===== src/rtl/uart_tx.sv =====
// UART transmitter: start bit, DBIT data bits LSB first, stop bit, paced by the
// 16x oversampling tick shared with the receiver. One frame in flight at a time.
module uart_tx #(
    parameter int DBIT      = 8,
    parameter int NUM_TICKS = 16,
    parameter int SB_TICK   = 16
) (
    input  logic            CLK,
    input  logic            reset,
    input  logic            TICK,
    input  logic            TX_START,
    input  logic [DBIT-1:0] D_IN,
    output logic            TX,
    output logic            BUSY,
    output logic            TX_DONE
);

    localparam int S_MAX = (NUM_TICKS > SB_TICK) ? NUM_TICKS : SB_TICK;
    localparam int SW    = ($clog2(S_MAX) > 0) ? $clog2(S_MAX) : 1;
    localparam int NW    = ($clog2(DBIT) > 0) ? $clog2(DBIT) : 1;

    localparam logic [SW-1:0] S_BIT_LAST  = SW'(NUM_TICKS - 1);
    localparam logic [SW-1:0] S_STOP_LAST = SW'(SB_TICK - 1);
    localparam logic [NW-1:0] N_LAST      = NW'(DBIT - 1);

    typedef enum logic [1:0] {
        IDLE,
        START,
        DATA,
        STOP
    } state_t;

    state_t          state;
    logic [SW-1:0]   s;
    logic [NW-1:0]   n;
    logic [DBIT-1:0] shreg;

    always_ff @(posedge CLK or negedge reset) begin
        if (!reset) begin
            state   <= IDLE;
            s       <= '0;
            n       <= '0;
            shreg   <= '0;
            TX      <= 1'b1;
            BUSY    <= 1'b0;
            TX_DONE <= 1'b0;
        end else begin
            TX_DONE <= 1'b0;
            case (state)
                IDLE: begin
                    TX <= 1'b1;
                    if (TX_START) begin
                        shreg <= D_IN;
                        s     <= '0;
                        state <= START;
                        TX    <= 1'b0;
                        BUSY  <= 1'b1;
                    end
                end
                START: begin
                    if (TICK) begin
                        if (s == S_BIT_LAST) begin
                            s     <= '0;
                            n     <= '0;
                            state <= DATA;
                            TX    <= shreg[0];
                        end else begin
                            s <= s + SW'(1);
                        end
                    end
                end
                DATA: begin
                    if (TICK) begin
                        if (s == S_BIT_LAST) begin
                            s     <= '0;
                            shreg <= shreg >> 1;
                            // TX registers the bit that will sit in shreg[0] after this shift
                            if (n == N_LAST) begin
                                state <= STOP;
                                TX    <= 1'b1;
                            end else begin
                                n  <= n + NW'(1);
                                TX <= shreg[1];
                            end
                        end else begin
                            s <= s + SW'(1);
                        end
                    end
                end
                STOP: begin
                    if (TICK) begin
                        if (s == S_STOP_LAST) begin
                            s       <= '0;
                            state   <= IDLE;
                            BUSY    <= 1'b0;
                            TX_DONE <= 1'b1;
                        end else begin
                            s <= s + SW'(1);
                        end
                    end
                end
                default: begin
                    state <= IDLE;
                    TX    <= 1'b1;
                    BUSY  <= 1'b0;
                end
            endcase
        end
    end

endmodule


===== config.mk =====
export PLATFORM = sky130hd
export DESIGN_NAME = uart_tx
export DESIGN_NICKNAME = d
export VERILOG_FILES = /design/src/rtl/uart_tx.sv
export SDC_FILE = /design/constraint.sdc
export NUM_CORES = 1
export LEC_CHECK = 0
export CAP_MARGIN = 20
export CELL_PAD_IN_SITES_DETAIL_PLACEMENT = 0
export CELL_PAD_IN_SITES_GLOBAL_PLACEMENT = 2
export CORE_UTILIZATION = 37
export CTS_CLUSTER_SIZE = 14
export DETAILED_ROUTE_END_ITERATION = 10
export PLACE_DENSITY_LB_ADDON = 0.1
export SLEW_MARGIN = 10
export SYNTH_ARGS = -nofsm -noshare
export SYNTH_HDL_FRONTEND = slang
export SYNTH_SLANG_ARGS = --single-unit

===== constraint.sdc =====
create_clock -name CLK -period 2.8 [get_ports CLK]
set_input_delay 0.56 -clock CLK [delete_from_list [all_inputs] [get_ports CLK]]
set_output_delay 0.56 -clock CLK [all_outputs]
set_load 0.02 [all_outputs]

### Word level (Yosys, flattened, before mapping)

Cells that the tools add are included.

| operators by class | value |
|---|---|
| reductions and logical operators | 12 |
| add/sub/neg operators | 2 |
| multiplexer cells | 37 |
| eq/ne operators | 15 |

Operator list:

| cell | count |
|---|---|
| $mux W8 | 3 |
| $ne A2 B2 Y1 const B | 9 |
| $mux W2 | 8 |
| $pmux W8 S2 | 1 |
| $mux W3 | 5 |
| $mux W1 | 12 |
| $mux W4 | 3 |
| $pmux W2 S4 | 1 |
| $pmux W4 S2 | 1 |
| $reduce_and A4 Y1 | 2 |
| $reduce_and A8 Y1 | 1 |
| $pmux W3 S2 | 1 |
| $reduce_and A6 Y1 | 1 |
| $reduce_bool A2 Y1 | 3 |
| $reduce_and A5 Y1 | 1 |
| $add A4 B1 Y4 const B | 1 |
| $eq A2 B2 Y1 const B | 2 |
| $eq A4 B4 Y1 const B | 1 |
| $add A3 B1 Y3 const B | 1 |
| $eq A3 B3 Y1 const B | 1 |
| $pmux W1 S3 | 1 |
| $reduce_bool A3 Y1 | 1 |
| $reduce_or A3 Y1 | 1 |
| $eq A2 B1 Y1 const B | 1 |
| other kinds (4) | 4 |

| storage, ports and cells | value |
|---|---|
| register bits | 20 |
| word-level logic and storage cells | 73 |
| output and inout bits | 3 |

### Logic depth before layout (Yosys ltp)

Gate-level depths: netlist of the first run.

| logic depth | value |
|---|---|
| depth after elaboration | 5 |
| mapped depth | 8 |
| depth with buffers taken out | 6 |

### Least setup slack after synthesis of the first run

No wires, ideal clock.

| path | value |
|---|---|
| path kind | reg-to-reg |
| start point | reg state[0] |
| end point | reg shreg[0] |
| library setup time | 0.073 ns |
| arrival time | 1.717 ns |
| buffers on the path | 2 |
| clock period less this slack | 1.790 ns |
| cell stages (with the launch flop) | 9 |
| slack | 1.010 ns |
| cells stage by stage | dfrtp_1 > inv_1 > ha_1 > clkbuf_1 > nor2_1 > a2111oi_4 > buf_6 > nor2_1 > a21oi_2 |

| between the ends | value |
|---|---|
| longest elaborated chain between the ends | 3 |

RTL lines:

| what | line | source |
|---|---|---|
| from (decl) | 33 | `state_t state;` |
| from (signal assigned) | 40 | `state <= IDLE;` |
| from (signal assigned) | 55 | `state <= START;` |
| from (signal assigned) | 65 | `state <= DATA;` |
| $eq A2 B2 Y1 / $logic_not A2 Y1 (equally long branches) | 49 | `case (state)` |
| $ne A2 B2 Y1 (no line) / $reduce_bool A2 Y1 (equally long branches) | -- |  |
| $reduce_and A4 Y1 (no line) | -- |  |
| to (signal assigned) | 76 | `shreg <= shreg >> 1;` |
| to (decl) | 36 | `logic [DBIT-1:0] shreg;` |

Parallel ways exist; a longest one is shown, timed or not.
A chain may end at the register's enable or synchronous reset.

### Worst setup path after layout of the first run

| path | value |
|---|---|
| start point | reg state[0] |
| end point | reg shreg[3] |

Same word-level chain as after synthesis.

==> results of run 1 <==
==> cell type report <==
| cell class | count | area share, % |
|---|---|---|
| Clock buffer | 4 | 2.55 |
| Inverter | 9 | 2.37 |
| Multi-Input combinational cell | 82 | 44.5 |
| Sequential cell | 20 | 35.3 |
| Tap cell | 44 | 3.87 |
| Timing Repair Buffer | 17 | 11.4 |
==> cells in the mapped netlist, types with 2 or more instances <==
master | n | area, um2
inv_1 | 9 | 33.8
mux2_2 | 3 | 33.8
nor2b_1 | 2 | 12.5
nand3_1 | 2 | 10.0
dfrtp_1 | 19 | 475
clkbuf_1 | 2 | 7.51
o21ai_0 | 8 | 40.0
ha_1 | 11 | 138
a21oi_1 | 7 | 35.0
mux2i_1 | 11 | 110
o21a_1 | 2 | 15.0
nand2b_1 | 3 | 18.8
nand2_1 | 9 | 33.8
a21oi_2 | 2 | 17.5
nor2_1 | 9 | 33.8
==> logic make-up (layout without fill, tap and decap cells) <==
group / after synthesis / after routing / synth area share (%)
buf+inv: 12 / 30 / 4.43
compound gates: 26 / 26 / 15.8
fa+ha+maj: 11 / 11 / 11.6
simple gates: 31 / 31 / 13.8
mux: 14 / 14 / 12.1
flops: 20 / 20 / 42.3
==> sequential cells by signal, indices dropped and copies added, names as in the netlist <==
signal   flops
shreg        8
TX           1
TX_DONE      1
n            3
s            4
BUSY         1
state        2
==> layer usage <==
| metal | GRT usage [%] | part of all wire [%] | vias to the layer above |
|---|---|---|---|
| li1 | - | - | 436 |
| met4 | 6.12 | 1.6 | 0 |
| met3 | 2.64 | 3.4 | 4 |
| met2 | 22.3 | 42 | 17 |
| met5 | 0 | 0 | - |
| met1 | 18.8 | 52 | 373 |
==> metrics by stage <==
step / setup WS, ps / hold WS (ps) / std cells
2_1_floorplan: 1010 / 264 / 114
3_3_place_gp: 469 / 512 / 172
5_1_grt: 466 / 575 / 176
6_report: 695 / 523 / 176
3_5_place_dp: 438 / 510 / 172
4_1_cts: 703 / 532 / 176
==> power breakdown <==
| group | internal, W | switching (W) |
|---|---|---|
| clock network | 0.0000792 | 0.0000876 |
| registers | 0.000428 | 0.000107 |
| logic | 0.000397 | 0.000427 |
| total | 0.000904 | 0.000622 |
==> worst max path at each step <==
stage / end / cells after the start
6_report: shreg[3] / 7
3_5_place_dp: shreg[3] / 6
4_1_cts: shreg[3] / 7
2_1_floorplan: shreg[0] / 8
3_3_place_gp: shreg[5] / 6
5_1_grt: shreg[6] / 7
==> tightest hold or removal path: stages, from the launching register on <==
cell     delay, ps
dfrtp_1        390
inv_1           50
mux2i_1         50
==> reports/metrics.csv, run 1 <==
stage,metric,value,unit
critical_path,Crit. End Element,register,
placement,Final GP Congestion,0.746,
worst_hold_path,Hold Path Class,reg -> reg,
clock_tree,root buf cell,clkbuf_4,
critical_path,r2r startpoint,state[0],
floorplanning,Initial Util,38.9,%
critical_path,"Cell Chain, Critical Path",inv_1 -> ha_1 -> nor2_1 -> a2111oi_4 -> buf_4 -> nor2_1 -> a21oi_1,
synthesis,post-synthesis sequential area ratio,42.3,%
power_and_ir_drop,Final Total Pwr,0.00153,W
critical_path,WS Path Type,reg -> reg,
drt,drt pass-1 iters,4,
drt,vias per cell,4.72,
placement,Detailed Place HPWL,1570,um
clock_tree,hold bufs inserted after CTS,0,
clock_tree,Worst-path clk slew,120,ps
synthesis,Yosys cell types,30,
synthesis,#FFs+latches synth,20,
timing,setup TNS,0,ps
critical_path,Critical Path Fanout Max,9,
layout,post-route cell area,1420,um2
clock_tree,clock sinks,20,
critical_path,critical path's most frequent cell,nor2_1,
synthesis,syn_area_per_cell,10.4,um2
timing,RSZ-0062 raised after global routing,no,
clock_tree,Clock Latency Late Sink,300,ps
critical_path,Buf/Inv on CP,2,
layout,Final nets,156,
synthesis,main flop type after synthesis,dfrtp_1,
critical_path,R2R cell count,7,
floorplanning,Core Region,3050,um2
timing,min cycle time layout,2110,ps
worst_hold_path,worst hold path cell count,2,
drt,vias after detailed routing,830,
worst_hold_path,hold-critical path endpoint,BUSY,
floorplanning,boundary pin count,15,
timing,final setup fails,0,
layout,most frequent cells in the layout,"dfrtp_1 (19), clkdlybuf4s50_1 (14), mux2i_1 (11), ha_1 (11)",
power_and_ir_drop,pwr/cell area,1070,nW/um2
critical_path,cell family with most CP delay,compound AO/OA/AOI/OAI gates,
layout,layout cells sized above 1,12.1,%
critical_path,arrival time of the worst setup path,2340,ps
synthesis,synthesized instance count,114,
global_route,GRT Util Overall,14.1,%
synthesis,ys async rst share,100,%
timing,Peak Freq,475,MHz
critical_path,CP startpoint kind,register,
power_and_ir_drop,static power due to leakage,0.627,nW
critical_path,"Slowest-stage cell, CP",a2111oi_4,
drt,drc violations,0,
timing,Slew HR,58.1,%
clock_tree,CTS resizes,0,
status,status,completed,
floorplanning,die area,3440,um2
layout,share of the core filled with cells,46.6,%
layout,diode count,0,
drt,post-DR wirelength/cell,11.6,um
layout,Syn-to-layout area delta,19.8,%
synthesis,net count after synthesis,137,
global_route,largest net degree at the start of global routing,21,
clock_tree,CTS tree,built,
layout,"most common cell after layout, fill and taps aside",dfrtp_1,
floorplanning,chip height,58.7,um
drt,Post-DRT Antenna Nets,0,
timing,Final Hold Viols,0,
layout,Sequential Area,502,um2
worst_hold_path,min-delay src,BUSY,
floorplanning,row cnt,20,
placement,placed inst area,1390,um2
critical_path,reg-to-reg setup timing slack,690,ps
timing,clock skew,7.40,ps
timing,Tcrit/Tclk final,75.2,%
synthesis,Ys Warns,0,
timing,Worst Tran Pin Value,629,ps
clock_tree,Inserted Clock Buffers,3,
synthesis,cell area after synthesis,1190,um2
power_and_ir_drop,VDD IR-drop max,0.416,mV
critical_path,CP Launch Point,state[0],
clock_tree,post-CTS setup buffers,0,
global_route,GR Overflow Total,0,
layout,# fillers,308,
clock_tree,H-tree Lvls,1,
run,max_cap viols,0,
critical_path,reg2reg end,shreg[3],
timing,Slew Limit Fails,0,
placement,# port buffers,14,
floorplanning,die width,58.7,um
layout,multi-input logic area,633,um2
drt,DRT iter0 DRCs,22,
clock_tree,CTS max path bufs,2,
global_route,antenna violations before repair,0,
global_route,first-pass GRT wire length,3600,um
critical_path,slowest cell delay on critical path,490,ps
drt,total wire length,2040,um
synthesis,Post-synth EDFFs,0,
global_route,number of global-route vias before repair,812,
critical_path,CP required,3040,ps
Note: power is estimated with default switching activity, not from simulation.
==> run 2, diff against run 1 <==
- CORE_UTILIZATION: 37 -> 35
- clock period: 2.8 -> 2.05 ns (I/O delays scaled with it)
==> reports/metrics.csv, run 2 (synthesis results as in run 1) <==
stage,metric,value,unit
layout,Final nets,162,
floorplanning,Initial Util,38.0,%
critical_path,arrival time of the worst setup path,2150,ps
critical_path,Crit. End Element,register,
floorplanning,Core Region,3130,um2
layout,layout cells sized above 1,18.1,%
clock_tree,H-tree Lvls,1,
drt,DRT iter0 DRCs,37,
clock_tree,Clock Latency Late Sink,310,ps
timing,Slew HR,62.5,%
drt,vias after detailed routing,884,
drt,drc violations,0,
clock_tree,clock sinks,20,
global_route,first-pass GRT wire length,3990,um
critical_path,r2r startpoint,s[0],
global_route,Top Usage Layer GRT,met2,
floorplanning,boundary pin count,15,
global_route,GRT met3 Usage,2.16,%
global_route,routing usage on met2,23.9,%
timing,RSZ-0062 raised after global routing,no,
timing,Slew Limit Fails,0,
layout,"Cell Count, Final, Fillers Out",182,
drt,post-DR wirelength/cell,12.4,um
clock_tree,Inserted Clock Buffers,3,
placement,Final GP Congestion,0.857,
placement,Detailed Place HPWL,1690,um
clock_tree,Worst-path clk slew,130,ps
power_and_ir_drop,pwr/cell area,1500,nW/um2
critical_path,CP required,2260,ps
floorplanning,die width,60.2,um
critical_path,Critical Path Fanout Max,5,
placement,pre-CTS WS,-106,ps
clock_tree,CTS tree,built,
critical_path,reg2reg end,state[1],
critical_path,reg-to-reg setup timing slack,110,ps
critical_path,R2R cell count,5,
timing,Worst Tran Pin Value,563,ps
run,max_cap viols,0,
power_and_ir_drop,VDD IR-drop max,0.728,mV
clock_tree,hold bufs inserted after CTS,0,
floorplanning,row cnt,20,
clock_tree,root buf cell,clkbuf_4,
global_route,number of global-route vias before repair,881,
worst_hold_path,Hold Path Class,in -> async,
power_and_ir_drop,static power due to leakage,0.653,nW
timing,final setup fails,0,
drt,Post-DRT Antenna Nets,0,
critical_path,CP startpoint kind,register,
global_route,GR Overflow Total,0,
floorplanning,chip height,60.2,um
clock_tree,CTS max path bufs,2,
critical_path,WS Path Type,reg -> reg,
timing,"crit path setup slack, layout",106,ps
layout,most frequent cells in the layout,"dfrtp_1 (19), clkdlybuf4s50_1 (14), mux2i_1 (11)",
timing,min cycle time layout,1940,ps
layout,"most common cell after layout, fill and taps aside",dfrtp_1,
placement,# port buffers,14,
layout,diode count,0,
layout,max FFs per register,8,
global_route,antenna violations before repair,0,
drt,vias per cell,4.86,
timing,clock skew,9.82,ps
global_route,M1 GR Usage,19.8,%
layout,Syn-to-layout area delta,24.3,%
timing,Hold WS,433,ps
floorplanning,die area,3630,um2
timing,Tcrit/Tclk final,94.8,%
global_route,largest net degree at the start of global routing,21,
placement,placed cells,177,
layout,Largest Register,shreg,
timing,Final Hold Viols,0,
drt,total wire length,2270,um
drt,drt pass-1 iters,4,
layout,Top Registers,"shreg x8, s x4, n x3",
status,status,completed,
global_route,GRT Util Overall,14.7,%
timing,Peak Freq,514,MHz
==> run 2: cell count changes in the layout (fill, tap and decap cells not counted) <==
cell / before / now
buf_4: 3 / 8
ha_2: 0 / 2
inv_2: 0 / 1
inv_1: 9 / 8
buf_6: 0 / 1
ha_1: 11 / 9
==> run 2: metal layers <==
metal / share of wire (%) / vias to the layer above
met5: 0 / -
met4: 0.53 / 0
met3: 3.8 / 2
met2: 47 / 24
met1: 48 / 414
li1: - / 444
==> run 2: repair_timing <==
action | 4_1_cts | 5_1_grt
endpoints found under the setup margin | 0 | 7
gates resized for setup | 0 | 4
buffers inserted | 0 | 1
==> run 2: worst max-delay path by stage <==
stage / end / slack [ps] / start / cells after the start
after floorplan: shreg[0] / 260 / state[0] / 8
after global placement: state[1] / 10 / TICK / 5
after detailed placement: state[1] / -110 / TICK / 5
after CTS: shreg[5] / 90 / state[0] / 8
after global routing: shreg[5] / 9 / state[0] / 8
final: state[1] / 110 / s[0] / 5
==> run 2: metrics by stage <==
step	utilization, %	total power, W	setup TNS [ps]	area [um2]
after floorplan	-	0.00162	0	1190
after global placement	45.5	0.00193	0	1420
after detailed placement	45.5	0.00195	-120	1420
after CTS	46.7	0.00220	0	1460
after global routing	47.2	0.00241	0	1480
final	47.2	0.00221	0	1480
==> run 2: layout make-up <==
cell class	count	area, um2
clock buffer	4	36.3
timing repair buffer	23	211
sequential	20	502
fill	301	1650
inverter	9	33.8
multi-input combinational	82	638
tap	44	55.1
==> run 2: power breakdown <==
part           switching [W]  internal [W]  total, W
combinational       0.000609      0.000625   0.00123
clock               0.000133      0.000108  0.000242
sequential          0.000154      0.000584  0.000738
==> run 2: critical path, cell delays in order, from the launching register on <==
cell and delay [ps]:
dfrtp_1 430, ha_2 250, nand3_4 120, a222oi_1 430, and4_1 290, mux2_2 340
==> run 3, diff against run 2 <==
--- a/constraint.sdc
+++ b/constraint.sdc
@@ -3,2 +3,2 @@
 set_output_delay 0.41 -clock CLK [all_outputs]
-set_load 0.02 [all_outputs]
+set_load 0.1 [all_outputs]
==> reports/metrics.csv, run 3 (synthesis results as in run 1) <==
stage,metric,value,unit
status,status,completed,
timing,"crit path setup slack, layout",163,ps
floorplanning,row cnt,20,
power_and_ir_drop,Comb pwr share,58.1,%
clock_tree,H-tree Lvls,1,
placement,Detailed Place HPWL,1710,um
timing,Slew Limit Fails,0,
drt,total wire length,2250,um
layout,Final nets,162,
critical_path,Critical Path Fanout Max,5,
drt,Post-DRT Antenna Nets,0,
layout,Largest Register,shreg,
global_route,number of global-route vias before repair,849,
power_and_ir_drop,VDD IR-drop max,0.573,mV
floorplanning,die width,60.2,um
power_and_ir_drop,static power due to leakage,0.663,nW
timing,clock skew,4.53,ps
global_route,GRT Util Overall,14.8,%
power_and_ir_drop,Sw Share,43.0,%
floorplanning,die area,3630,um2
timing,RSZ-0062 raised after global routing,no,
floorplanning,Core Region,3130,um2
placement,pre-CTS WS,-23.3,ps
timing,Worst Tran Pin Value,400,ps
placement,Final GP Congestion,0.848,
layout,layout cells sized above 1,21.0,%
critical_path,cell family with most CP delay,flip-flops,
timing,setup TNS,0,ps
layout,Top Registers,"shreg x8, s x4, n x3",
drt,post-DR wirelength/cell,12.4,um
clock_tree,clock sinks,20,
critical_path,"Slowest-stage cell, CP",dfrtp_1,
clock_tree,Worst-path clk slew,120,ps
layout,max FFs per register,8,
floorplanning,chip height,60.2,um
critical_path,WS Path Type,reg -> reg,
critical_path,R2R cell count,5,
power_and_ir_drop,Seq pwr share,32.0,%
timing,min cycle time layout,1890,ps
timing,Hold WS,444,ps
critical_path,Buf/Inv on CP,0,
drt,drt pass-1 iters,4,
clock_tree,CTS tree,built,
layout,"most common cell after layout, fill and taps aside",dfrtp_1,
drt,DRT iter0 DRCs,30,
placement,# port buffers,14,
placement,placed cells,178,
timing,Tcrit/Tclk final,92.0,%
global_route,GR Overflow Total,0,
clock_tree,root buf cell,clkbuf_4,
critical_path,Crit. End Element,register,
timing,final setup fails,0,
run,max_cap viols,0,
power_and_ir_drop,cell-internal power,0.00133,W
critical_path,Crit path depth,5,
layout,most frequent cells in the layout,"dfrtp_1 (19), mux2i_1 (11), clkdlybuf4s50_1 (11)",
clock_tree,Clock Latency Late Sink,300,ps
layout,Syn-to-layout area delta,25.3,%
critical_path,CP required,2250,ps
power_and_ir_drop,pwr/cell area,1570,nW/um2
critical_path,arrival time of the worst setup path,2080,ps
clock_tree,post-CTS setup buffers,0,
critical_path,"Cell Chain, Critical Path",ha_2 -> nand3_4 -> a222oi_1 -> and4_1 -> mux2_2,
critical_path,reg-to-reg setup timing slack,160,ps
critical_path,slowest cell delay on critical path,440,ps
layout,share of the core filled with cells,47.6,%
power_and_ir_drop,Clk pwr share,9.9,%
global_route,antenna violations before repair,0,
floorplanning,boundary pin count,15,
timing,Final Hold Viols,0,
layout,"Cell Count, Final, Fillers Out",182,
layout,diode count,0,
critical_path,CP startpoint kind,register,
global_route,largest net degree at the start of global routing,21,
drt,drc violations,0,
clock_tree,Inserted Clock Buffers,3,
floorplanning,Initial Util,38.0,%
power_and_ir_drop,NetSw,0.00100,W
global_route,first-pass GRT wire length,3930,um
drt,vias after detailed routing,874,
worst_hold_path,Hold Path Class,in -> async,
drt,vias per cell,4.80,
clock_tree,CTS max path bufs,2,
timing,Peak Freq,530,MHz
timing,Slew HR,73.0,%
[run 3: area by class of cell]
class                           count  area (um2)
Clock buffer                        4        36.3
Timing Repair Buffer               23         216
Inverter                            9        33.8
Fill cell                         305        1640
Sequential cell                    20         502
Tap cell                           44        55.1
Multi-Input combinational cell     82         644
[run 3: power groups by stage]
stage / registers, W / logic [W] / clock network, W
after floorplan: 0.000837 / 0.000891 / 0
after global placement: 0.000743 / 0.00132 / 0
after detailed placement: 0.000754 / 0.00134 / 0
after CTS: 0.000746 / 0.00134 / 0.000244
after global routing: 0.000776 / 0.00151 / 0.000257
final: 0.000744 / 0.00135 / 0.000231
[run 3: path summary, 6_finish.rpt]
check                      startpoint       end
min reg2reg                      BUSY      BUSY
max reg2reg                      s[0]  state[1]
max                              s[0]  state[1]
min in group CLK                 BUSY      BUSY
min                             reset      BUSY
max in group asynchronous       reset        TX
[run 3: repair_timing]
action                     in CTS  in global routing
gates resized for setup         0                  5
setup endpoints to repair       0                  7
hold endpoints to repair        0                  0
hold buffers                    0                  0
[run 3: per-stage QoR]
| step | instance area [um2] | power, W |
|---|---|---|
| after floorplan | 1190 | 0.00173 |
| after global placement | 1440 | 0.00206 |
| after detailed placement | 1440 | 0.00209 |
| after CTS | 1470 | 0.00233 |
| after global routing | 1490 | 0.00254 |
| final | 1490 | 0.00233 |
[run 3: worst reg2reg max path: cells and delay by family, from the launching register on]
family	cells	cell delay (ps)
mux	1	340
flops	1	440
compound gates	1	350
simple gates	2	400
fa+ha+maj	1	260
[run 3: metal layers]
layer	share of wire [%]	GRT usage, %
met5	0	0
met4	0.67	5.98
met3	4.3	2.16
met2	44	22.6
met1	51	20.8
